===== src/rtl/seg_scan_ctrl_pkg.sv =====
// Shared constants and types for the seven-segment scan controller.
package seg_pkg;

  localparam int NUM_DIGITS = 4;
  localparam logic [3:0] AN_OFF  = 4'hF;
  localparam logic [6:0] SEG_OFF = 7'h7F;

  // Active-high abcdefg font, entry n at HEX_FONT[n].
  localparam logic [15:0][6:0] HEX_FONT = {
    7'h47, 7'h4F, 7'h3D, 7'h4E, 7'h1F, 7'h77, 7'h7B, 7'h7F,
    7'h70, 7'h5F, 7'h5B, 7'h33, 7'h79, 7'h6D, 7'h30, 7'h7E
  };

  typedef enum logic [1:0] {
    IDLE = 2'd0,
    SHOW = 2'd1,
    GAP  = 2'd2
  } state_t;

endpackage


===== src/rtl/seg_scan_ctrl_if.sv =====
// Display-value bus from the producer and display pin outputs of the scan controller.
interface seg_scan_ctrl_if;
  logic        en;
  logic        load;
  logic [15:0] value;
  logic [3:0]  dp;
  logic [3:0]  an_n;
  logic [6:0]  seg_n;
  logic        dp_n;
  logic        frame_done;

  modport master (output en, load, value, dp, input an_n, seg_n, dp_n, frame_done);
  modport slave  (input en, load, value, dp, output an_n, seg_n, dp_n, frame_done);
endinterface


===== src/rtl/seg_scan_ctrl_scan_timer.sv =====
// Slot counter: counts 0..REFRESH_DIV-1 while running, flags the last lit cycle and slot end.
module scan_timer #(
  parameter int REFRESH_DIV = 100000,
  parameter int GAP_CYCLES  = 1000
) (
  input  logic clk,
  input  logic rst,
  input  logic run,
  output logic gap_start,
  output logic slot_end
);

  localparam int CW = (REFRESH_DIV > 1) ? $clog2(REFRESH_DIV) : 1;

  logic [CW-1:0] cnt;

  assign gap_start = (cnt == CW'(REFRESH_DIV - GAP_CYCLES - 1));
  assign slot_end  = (cnt == CW'(REFRESH_DIV - 1));

  always_ff @(posedge clk or posedge rst) begin
    if (rst) begin
      cnt <= '0;
    end else if (!run || slot_end) begin
      cnt <= '0;
    end else begin
      cnt <= cnt + CW'(1);
    end
  end

endmodule


===== src/rtl/seg_scan_ctrl.sv =====
// 4-digit common-anode scan controller with frame-synchronous shadow register and inter-digit blanking.
// Optional LEADING_ZERO_BLANK_EN darkens leading zero digits 3..1.
module seg_scan_ctrl
  import seg_pkg::*;
#(
  parameter int REFRESH_DIV = 100000,
  parameter int GAP_CYCLES  = 1000
) (
  input  logic            clk,
  input  logic            rst,
  seg_scan_ctrl_if.slave  bus
);

  localparam int IW = $clog2(NUM_DIGITS);

  state_t            state, state_nx;
  logic [IW-1:0]     idx, idx_nx;
  logic              run, gap_start, slot_end, boundary, lit;
  logic [15:0]       pend_val, shad_val;
  logic [3:0]        pend_dp, shad_dp;
  logic [3:0]        nib;
  logic [3:0]        an_d, an_q;
  logic [6:0]        seg_d, seg_q;
  logic              dp_d, dp_q, fd_q;

  assign run = bus.en && (state != IDLE);

  scan_timer #(
    .REFRESH_DIV (REFRESH_DIV),
    .GAP_CYCLES  (GAP_CYCLES)
  ) u_timer (
    .clk       (clk),
    .rst       (rst),
    .run       (run),
    .gap_start (gap_start),
    .slot_end  (slot_end)
  );

  always_ff @(posedge clk or posedge rst) begin
    if (rst) begin
      state <= IDLE;
      idx   <= '0;
    end else begin
      state <= state_nx;
      idx   <= idx_nx;
    end
  end

  always_comb begin
    state_nx = state;
    idx_nx   = idx;
    boundary = 1'b0;
    if (!bus.en) begin
      state_nx = IDLE;
      idx_nx   = '0;
    end else begin
      case (state)
        IDLE: begin
          state_nx = SHOW;
          idx_nx   = '0;
        end
        SHOW: if (gap_start) state_nx = GAP;
        GAP: if (slot_end) begin
          state_nx = SHOW;
          idx_nx   = idx + IW'(1);
          boundary = (idx == IW'(NUM_DIGITS - 1));
        end
        default: state_nx = IDLE;
      endcase
    end
  end

`ifdef LEADING_ZERO_BLANK_EN
  // A zero digit is dark only if every digit above it is dark too; a set dp breaks the run.
  logic [NUM_DIGITS-1:0] lz;
  always_comb begin
    lz = '0;
    lz[NUM_DIGITS-1] = (shad_val[15:12] == 4'h0) && !shad_dp[NUM_DIGITS-1];
    for (int i = NUM_DIGITS - 2; i >= 1; i--) begin
      lz[i] = lz[i+1] && (shad_val[i*4 +: 4] == 4'h0) && !shad_dp[i];
    end
  end
  assign lit = !lz[idx];
`else
  assign lit = 1'b1;
`endif

  assign nib = shad_val[{idx, 2'b00} +: 4];

  always_comb begin
    an_d  = AN_OFF;
    seg_d = SEG_OFF;
    dp_d  = 1'b1;
    if (state == SHOW && lit) begin
      an_d[idx] = 1'b0;
      seg_d     = ~HEX_FONT[nib];
      dp_d      = ~shad_dp[idx];
    end
  end

  always_ff @(posedge clk or posedge rst) begin
    if (rst) begin
      pend_val <= '0;
      pend_dp  <= '0;
      shad_val <= '0;
      shad_dp  <= '0;
      an_q     <= AN_OFF;
      seg_q    <= SEG_OFF;
      dp_q     <= 1'b1;
      fd_q     <= 1'b0;
    end else begin
      if (bus.load) begin
        pend_val <= bus.value;
        pend_dp  <= bus.dp;
      end
      // A load on the boundary cycle bypasses pending so the newest value is never lost.
      if (boundary) begin
        shad_val <= bus.load ? bus.value : pend_val;
        shad_dp  <= bus.load ? bus.dp    : pend_dp;
      end
      an_q  <= an_d;
      seg_q <= seg_d;
      dp_q  <= dp_d;
      fd_q  <= boundary;
    end
  end

  assign bus.an_n       = an_q;
  assign bus.seg_n      = seg_q;
  assign bus.dp_n       = dp_q;
  assign bus.frame_done = fd_q;

endmodule


===== src/flat_wrapper.sv =====
// flat-port wrapper written by rule: the top's interface ports become plain ports
module seg_scan_ctrl_flat import seg_pkg::*;
#(
  parameter int REFRESH_DIV = 100000,
  parameter int GAP_CYCLES  = 1000
)
  (clk, rst, bus_en, bus_load, bus_value, bus_dp, bus_an_n, bus_seg_n, bus_dp_n, bus_frame_done);
  seg_scan_ctrl_if bus_i ();
  input  logic clk;
  input  logic rst;
  input wire logic [$bits(bus_i.en)-1:0] bus_en;
  input wire logic [$bits(bus_i.load)-1:0] bus_load;
  input wire logic [$bits(bus_i.value)-1:0] bus_value;
  input wire logic [$bits(bus_i.dp)-1:0] bus_dp;
  output wire logic [$bits(bus_i.an_n)-1:0] bus_an_n;
  output wire logic [$bits(bus_i.seg_n)-1:0] bus_seg_n;
  output wire logic [$bits(bus_i.dp_n)-1:0] bus_dp_n;
  output wire logic [$bits(bus_i.frame_done)-1:0] bus_frame_done;
  assign bus_i.en = bus_en;
  assign bus_i.load = bus_load;
  assign bus_i.value = bus_value;
  assign bus_i.dp = bus_dp;
  assign bus_an_n = bus_i.an_n;
  assign bus_seg_n = bus_i.seg_n;
  assign bus_dp_n = bus_i.dp_n;
  assign bus_frame_done = bus_i.frame_done;
  seg_scan_ctrl #(.REFRESH_DIV(REFRESH_DIV), .GAP_CYCLES(GAP_CYCLES)) u_core (.clk(clk), .rst(rst), .bus(bus_i));
endmodule

===== config.mk =====
export PLATFORM = sky130hd
export DESIGN_NAME = seg_scan_ctrl_flat
export DESIGN_NICKNAME = d
export VERILOG_FILES = /design/src/rtl/seg_scan_ctrl_pkg.sv /design/src/rtl/seg_scan_ctrl_if.sv /design/src/rtl/seg_scan_ctrl_scan_timer.sv /design/src/rtl/seg_scan_ctrl.sv /design/src/flat_wrapper.sv
export SDC_FILE = /design/constraint.sdc
export NUM_CORES = 1
export LEC_CHECK = 0
export ABC_CLOCK_PERIOD_IN_PS = 2900
export BUFFER_PORTS_ARGS = -buffer_cell sky130_fd_sc_hd__buf_4
export CORE_MARGIN = 2
export CORE_UTILIZATION = 40
export DETAILED_ROUTE_END_ITERATION = 6
export PLACE_DENSITY = 0.62
export SLEW_MARGIN = 15
export SYNTH_ARGS = -nofsm -noshare
export SYNTH_HDL_FRONTEND = slang
export SYNTH_SLANG_ARGS = --single-unit
export TNS_END_PERCENT = 50

===== constraint.sdc =====
create_clock -name clk -period 2.9 [get_ports clk]
set_clock_uncertainty 0.1 [all_clocks]
set_input_delay 0.58 -clock clk [delete_from_list [all_inputs] [get_ports clk]]
set_output_delay 0.58 -clock clk [all_outputs]
set_load 0.01 [all_outputs]

Word level (Yosys, flattened, before mapping) --
Memories as Yosys holds them, arrays and structs flattened. Cells that the tools add are included.
Storage, ports and cells: bits in registers 74, latch bits 0, memory bits (writable) 0, memory bits (read-only) 112, bits of input ports 24, logic and storage cells 58, memories kept 1
Memories:
- (name not given) | depth 16, bits a word 7, read ports 1, clocked after Yosys merged registers in 0, write ports 0, line seg_scan_ctrl.sv:96 | seg_d = ~HEX_FONT[nib];
Operators by class: $add $sub $neg 2, multipliers 0, div/mod/pow operators 0, magnitude comparators 3, equal/unequal tests 8, shifts and indexed selects 1, multiplexer cells 21, bitwise logic cells 3, reductions and logical operators 8
Operators with widths (number):
- 17-bit == test, second input constant | 2
- 17-bit by 1-bit adder with 17-bit output, second input constant | 1
- 17-bit 2-to-1 mux | 1
- 16-bit 2-to-1 mux | 1
- 16-bit by 5-bit variable part select with 4-bit output | 1
- 7-bit 2-to-1 mux | 2
- 2-bit 2-to-1 mux | 5
- 4-bit 2-to-1 mux | 2
- 7-bit NOT | 1
- 1-bit 2-to-1 mux | 6
- 2-bit one-hot mux with 3 select lines | 1
- 4-bit by 5-bit less-than comparator with 1-bit output, second input constant | 1
- 2-bit == test, second input constant | 2
- 4-bit NOT | 1
- 2-bit one-hot mux with 2 select lines | 1
- 2-bit AND reduction | 2
- 2-bit by 3-bit less-than comparator with 1-bit output, second input constant | 1
- 3-bit by 1-bit inequality test with 1-bit output, second input constant | 1
- 3-bit by 2-bit inequality test with 1-bit output, second input constant | 1
- 3-bit inequality test, second input constant | 1
- 2-bit by 1-bit adder with 2-bit output, second input constant | 1
- 1-bit binary-select mux with 2-bit select | 1
- 1-bit demux with 2-bit select | 1
- 2-bit by 1-bit == test with 1-bit output, second input constant | 1
- other kinds (7) | 8

Longest topological paths before layout --
depth in word-level cells 6, mapped depth 7, gate-level depth less buffers 6

Cells and area by module --
Synthesis repeated with hierarchy kept, for this count alone.
Unflattened totals: cell total of the unflattened synthesis 276, area total of the unflattened synthesis 3422.0 um^2
Modules (own cells, without submodules):
- seg_scan_ctrl | instances 1, cells each 177, area an instance 2487.4 um^2, sequential area each 1441.4 um^2
- scan_timer | instances 1, cells each 99, area an instance 934.6 um^2, sequential area each 425.4 um^2

Worst setup path after synthesis --
OpenSTA, ideal clock, no wires.
kind register to register, start reg u_core.u_timer.cnt[0], end reg u_core.shad_dp[0], setup time 0.125 ns, data arrival time 1.968 ns, required time 2.675 ns, slack 0.707 ns, stages on the path, launching flop included 8, buffers on the path 2, period minus slack after synthesis 2.193 ns, cells stage by stage dfrtp_1 ha_1 nand3_4 or4_1 clkbuf_2 nor3_4 buf_6 mux2_2
Between the ends: longest elaborated chain between the ends 4
RTL lines:
- start: declaration | line seg_scan_ctrl_scan_timer.sv:15 | logic [CW-1:0] cnt;
- start signal: assignment | line seg_scan_ctrl_scan_timer.sv:26 | cnt <= cnt + CW'(1);
- 17-bit == test | line seg_scan_ctrl_scan_timer.sv:18 | assign slot_end = (cnt == CW'(REFRESH_DIV - 1));
- 1-bit 2-to-1 mux | line seg_scan_ctrl.sv:63 | GAP: if (slot_end) begin
- 1-bit 2-to-1 mux | line seg_scan_ctrl.sv:57 | case (state)
- 1-bit 2-to-1 mux | line seg_scan_ctrl.sv:53 | if (!bus.en) begin
- end signal: assignment | line seg_scan_ctrl.sv:119 | shad_dp <= bus.load ? bus.dp : pend_dp;
- end: declaration | line seg_scan_ctrl.sv:20 | logic [3:0] pend_dp, shad_dp;
No other way between the ends. A chain may end at the register's enable or synchronous reset.

Worst setup path after layout --
start reg u_core.u_timer.cnt[0], end reg u_core.shad_dp[3]
The elaborated chain is that of the path after synthesis.

==> flow_metrics.py <==
metrics = {
    "global_routing": {
        "grt_pass1_vias": 2086,
        "grt_first_pass_wirelength_um": 10330,
        "grt_overflow": 0,
        "grt_max_degree": 29,
        "grt_usage_pct": 14.85,
        "antenna_found_initial": 0,
    },
    "routing": {
        "ant_nets": 0,
        "drc": 0,
        "vias": 2153,
        "drt_first_iter_violations": 112,
        "drt_wl_total_um": 5969,
        "drt_first_pass_iters": 4,
        "viasPerCell": 5.078,
        "wl_per_cell_um": 14.08,
    },
    "power_and_ir_drop": {
        "peakVddDrop_uv": 319.2,
        "intPower_mw": 1.542,
        "power_frac_comb_pct": 5.9,
        "clkPwrFrac_pct": 40.9,
        "power-per-cell-area_nw_per_um2": 508.7,
        "power_leakage_nw": 1.704,
        "power_switching_uw": 488.3,
        "seq_power_share_pct": 53.2,
        "sw_frac_of_total_pct": 24.05,
    },
    "cells_and_area": {
        "fin_nets": 350,
        "fillers": 736,
        "stdcell_area_um2": 3990,
        "drive_gt1_share_pct": 37.93,
        "antenna_cells": 0,
        "area_growth_pct": 17.24,
        "final_core_util_pct": 48.56,
    },
    "timing": {
        "drv_slew": 0,
        "finalCriticalPeriod_ns": 2.426,
        "max_slew_margin_pct": 48.43,
        "fmax_mhz": 412.2,
        "worst_hold_slack_ns": 0.1997,
        "tns_ns": 0,
        "finalSetupViolCount": 0,
        "final_hold_viol_count": 0,
        "tightest_slew_ns": 0.7719,
        "rsz0062_at_grt": "no",
        "period_share_pct": 83.65,
        "setup_ws_ns": 0.4743,
    },
    "floorplanning": {
        "core_um2": 8217,
        "rows": 33,
        "start_util_pct": 41.42,
        "die_area_um2": 9262,
        "io_pins": 37,
        "die_y_um": 96.24,
        "chipWidth_um": 96.24,
    },
    "clocking": {
        "clk_latency_ns": 0.35,
        "cts_setup_buffers": 0,
        "cts_hold_buf": 0,
        "clk_pin_slew_ns": 0.08,
        "cts_buffer_depth": 2,
        "cts_tree": "built",
        "cts_resized": 0,
        "htreeDepth": 3,
        "root_buffer": "clkbuf_8",
        "cts_buffers": 9,
        "numClockSinks": 74,
    },
    "synth": {
        "syn_inst": 273,
        "netlist-cell-type-count": 42,
        "synth_fp_nets": 309,
        "synth_seq_cells": 74,
        "synth-main-ff-cell": "dfrtp_1",
        "synth-edff-count": 0,
        "yosysWarnings": 0,
        "synth-seq-area-share_pct": 54.85,
        "syn-cell-area_um2": 3403,
        "syn_area_per_cell_um2": 12.47,
        "synthArstFlopShare_pct": 100.0,
    },
    "place": {
        "dpl-instance-area_um2": 3782,
        "post-place-ws_ns": 0.4611,
        "dp_hpwl_um": 4200,
        "place_congestion": 0.8200,
        "io_buffers": 36,
    },
    "hold_path": {
        "min_path_type": "primary input to async pin",
    },
    "run_status": {
        "status": "completed",
    },
    "critical_path": {
        "cp_max_fo": 21,
        "cp.required_ns": 3.03,
        "end_kind": "register",
        "path_class": "register to register",
        "start_kind": "register",
        "arrival_ns": 2.56,
    },
    "job": {
        "drv_cap": 0,
    },
}
-- through the flow --
step / total power, mW / std cells
3_3_place_gp: 1.220 / 408
2_1_floorplan: 1.166 / 273
5_1_grt: 2.125 / 424
3_5_place_dp: 1.223 / 408
6_report: 2.030 / 424
4_1_cts: 2.061 / 424
-- layout make-up --
type / instances / area, µm² / area share [%]
clock buffers: 9 / 123.9 / 3.104
clock inverters: 7 / 83.83 / 2.101
inverters: 13 / 48.80 / 1.223
multi-input cells: 175 / 1428 / 35.78
flip-flops and latches: 74 / 1867 / 46.79
well taps: 105 / 131.4 / 3.293
repair buffers: 41 / 307.8 / 7.714
-- cell usage after synthesis (all sizes together) (2+ instances only) --
| library cell | number | area share (%) |
|---|---|---|
| nor4 | 5 | 0.92 |
| a31oi | 4 | 0.74 |
| nor2 | 22 | 2.4 |
| a21oi | 8 | 1.2 |
| o211ai | 2 | 0.44 |
| nand3 | 11 | 2.0 |
| mux2 | 40 | 13 |
| nand2b | 2 | 0.37 |
| or3 | 4 | 0.74 |
| o221ai | 2 | 0.51 |
| nor2b | 3 | 0.55 |
| nor3 | 6 | 1.2 |
| or4 | 2 | 0.44 |
| dfstp | 12 | 9.3 |
| dfrtp | 62 | 46 |
| nand4 | 5 | 1.1 |
| o21ai | 5 | 0.74 |
| inv | 13 | 1.4 |
| xnor2 | 12 | 3.1 |
| o21bai | 2 | 0.55 |
| mux4 | 5 | 3.3 |
| ha | 12 | 4.4 |
| buf | 4 | 0.96 |
| clkbuf | 7 | 0.81 |
| nand2 | 13 | 1.4 |
-- logic make-up (layout without fill, tap and decap cells) --
family / after synthesis / in the layout / share of synthesized area (%)
buffers and inverters: 24 / 70 / 3.198
XOR/XNOR: 13 / 13 / 3.346
flip-flops: 74 / 74 / 54.85
AND/OR/NAND/NOR: 76 / 76 / 11.88
AO/OA/AOI/OAI: 28 / 28 / 5.478
multiplexers: 46 / 46 / 16.84
adder cells (fa/ha/maj): 12 / 12 / 4.412
-- placed cells by master, fill, tap and decap left out, types with 2 or more instances in the layout --
cell type  synthesis  final
o221ai_1           2      2
clkbuf_8           0      9
dfrtp_1           62     62
nor2_1            22     22
buf_4              0     41
nor2b_1            3      3
o211ai_1           2      2
nand2b_1           2      2
or3_1              4      4
a21oi_1            8      8
dfstp_2           12     12
nand4_1            4      4
xnor2_1           12     12
nand2_1           13     13
o21ai_0            5      5
nor3_1             5      5
inv_1             13     12
inv_6              0      3
mux2_2            39     39
ha_1              12     12
a31oi_1            4      4
mux4_2             5      5
nor4_1             5      5
nand3_1           10     10
or4_1              2      2
-- power groups by stage --
stage	sequential [mW]	combinational (mW)	clock [mW]
3_5_place_dp	1.10	0.123	0
2_1_floorplan	1.10	0.0654	0
3_3_place_gp	1.10	0.121	0
6_report	1.08	0.119	0.831
5_1_grt	1.08	0.135	0.906
4_1_cts	1.08	0.123	0.857
-- path summary, 6_finish.rpt --
check                                       from                  to  slack [ns]  depth (start not counted)
setup / recovery           u_core.u_timer.cnt[0]   u_core.shad_dp[3]        0.47                          6
hold / removal                               rst  u_core.pend_val[9]        0.20                          2
setup reg to reg           u_core.u_timer.cnt[0]   u_core.shad_dp[3]        0.47                          6
hold reg to reg                u_core.pend_dp[3]   u_core.pend_dp[3]        0.40                          1
max in group asynchronous                    rst     u_core.bus.dp_n        1.71                          3
min in group clk                    bus_value[4]  u_core.pend_val[4]        0.37                          2
-- routing by layer --
layer	up-vias	routed length [µm]	global-route usage [%]
met1	1068	2931	20.33
met3	9	173	3.759
met4	0	109	6.429
met2	29	2755	22.28
met5	-	0	0
li1	1047	-	-
-- critical path, stage by stage (launching register included) --
cell	delay (ns)
dfrtp_1	0.41
ha_1	0.21
nand3_4	0.12
or4_1	0.59
nor3_4	0.21
buf_4	0.31
mux2_2	0.37
-- sequential cells by signal (all words and copies together) (netlist names) --
name	cells
u_core.shad_val	16
u_core.pend_dp	4
u_core.u_timer.cnt	17
u_core.state	2
u_core.pend_val	16
u_core.bus.frame_done	1
u_core.bus.seg_n	7
u_core.bus.an_n	4
u_core.bus.dp_n	1
u_core.shad_dp	4
u_core.idx	2
Power figures use the tool's default switching activity.
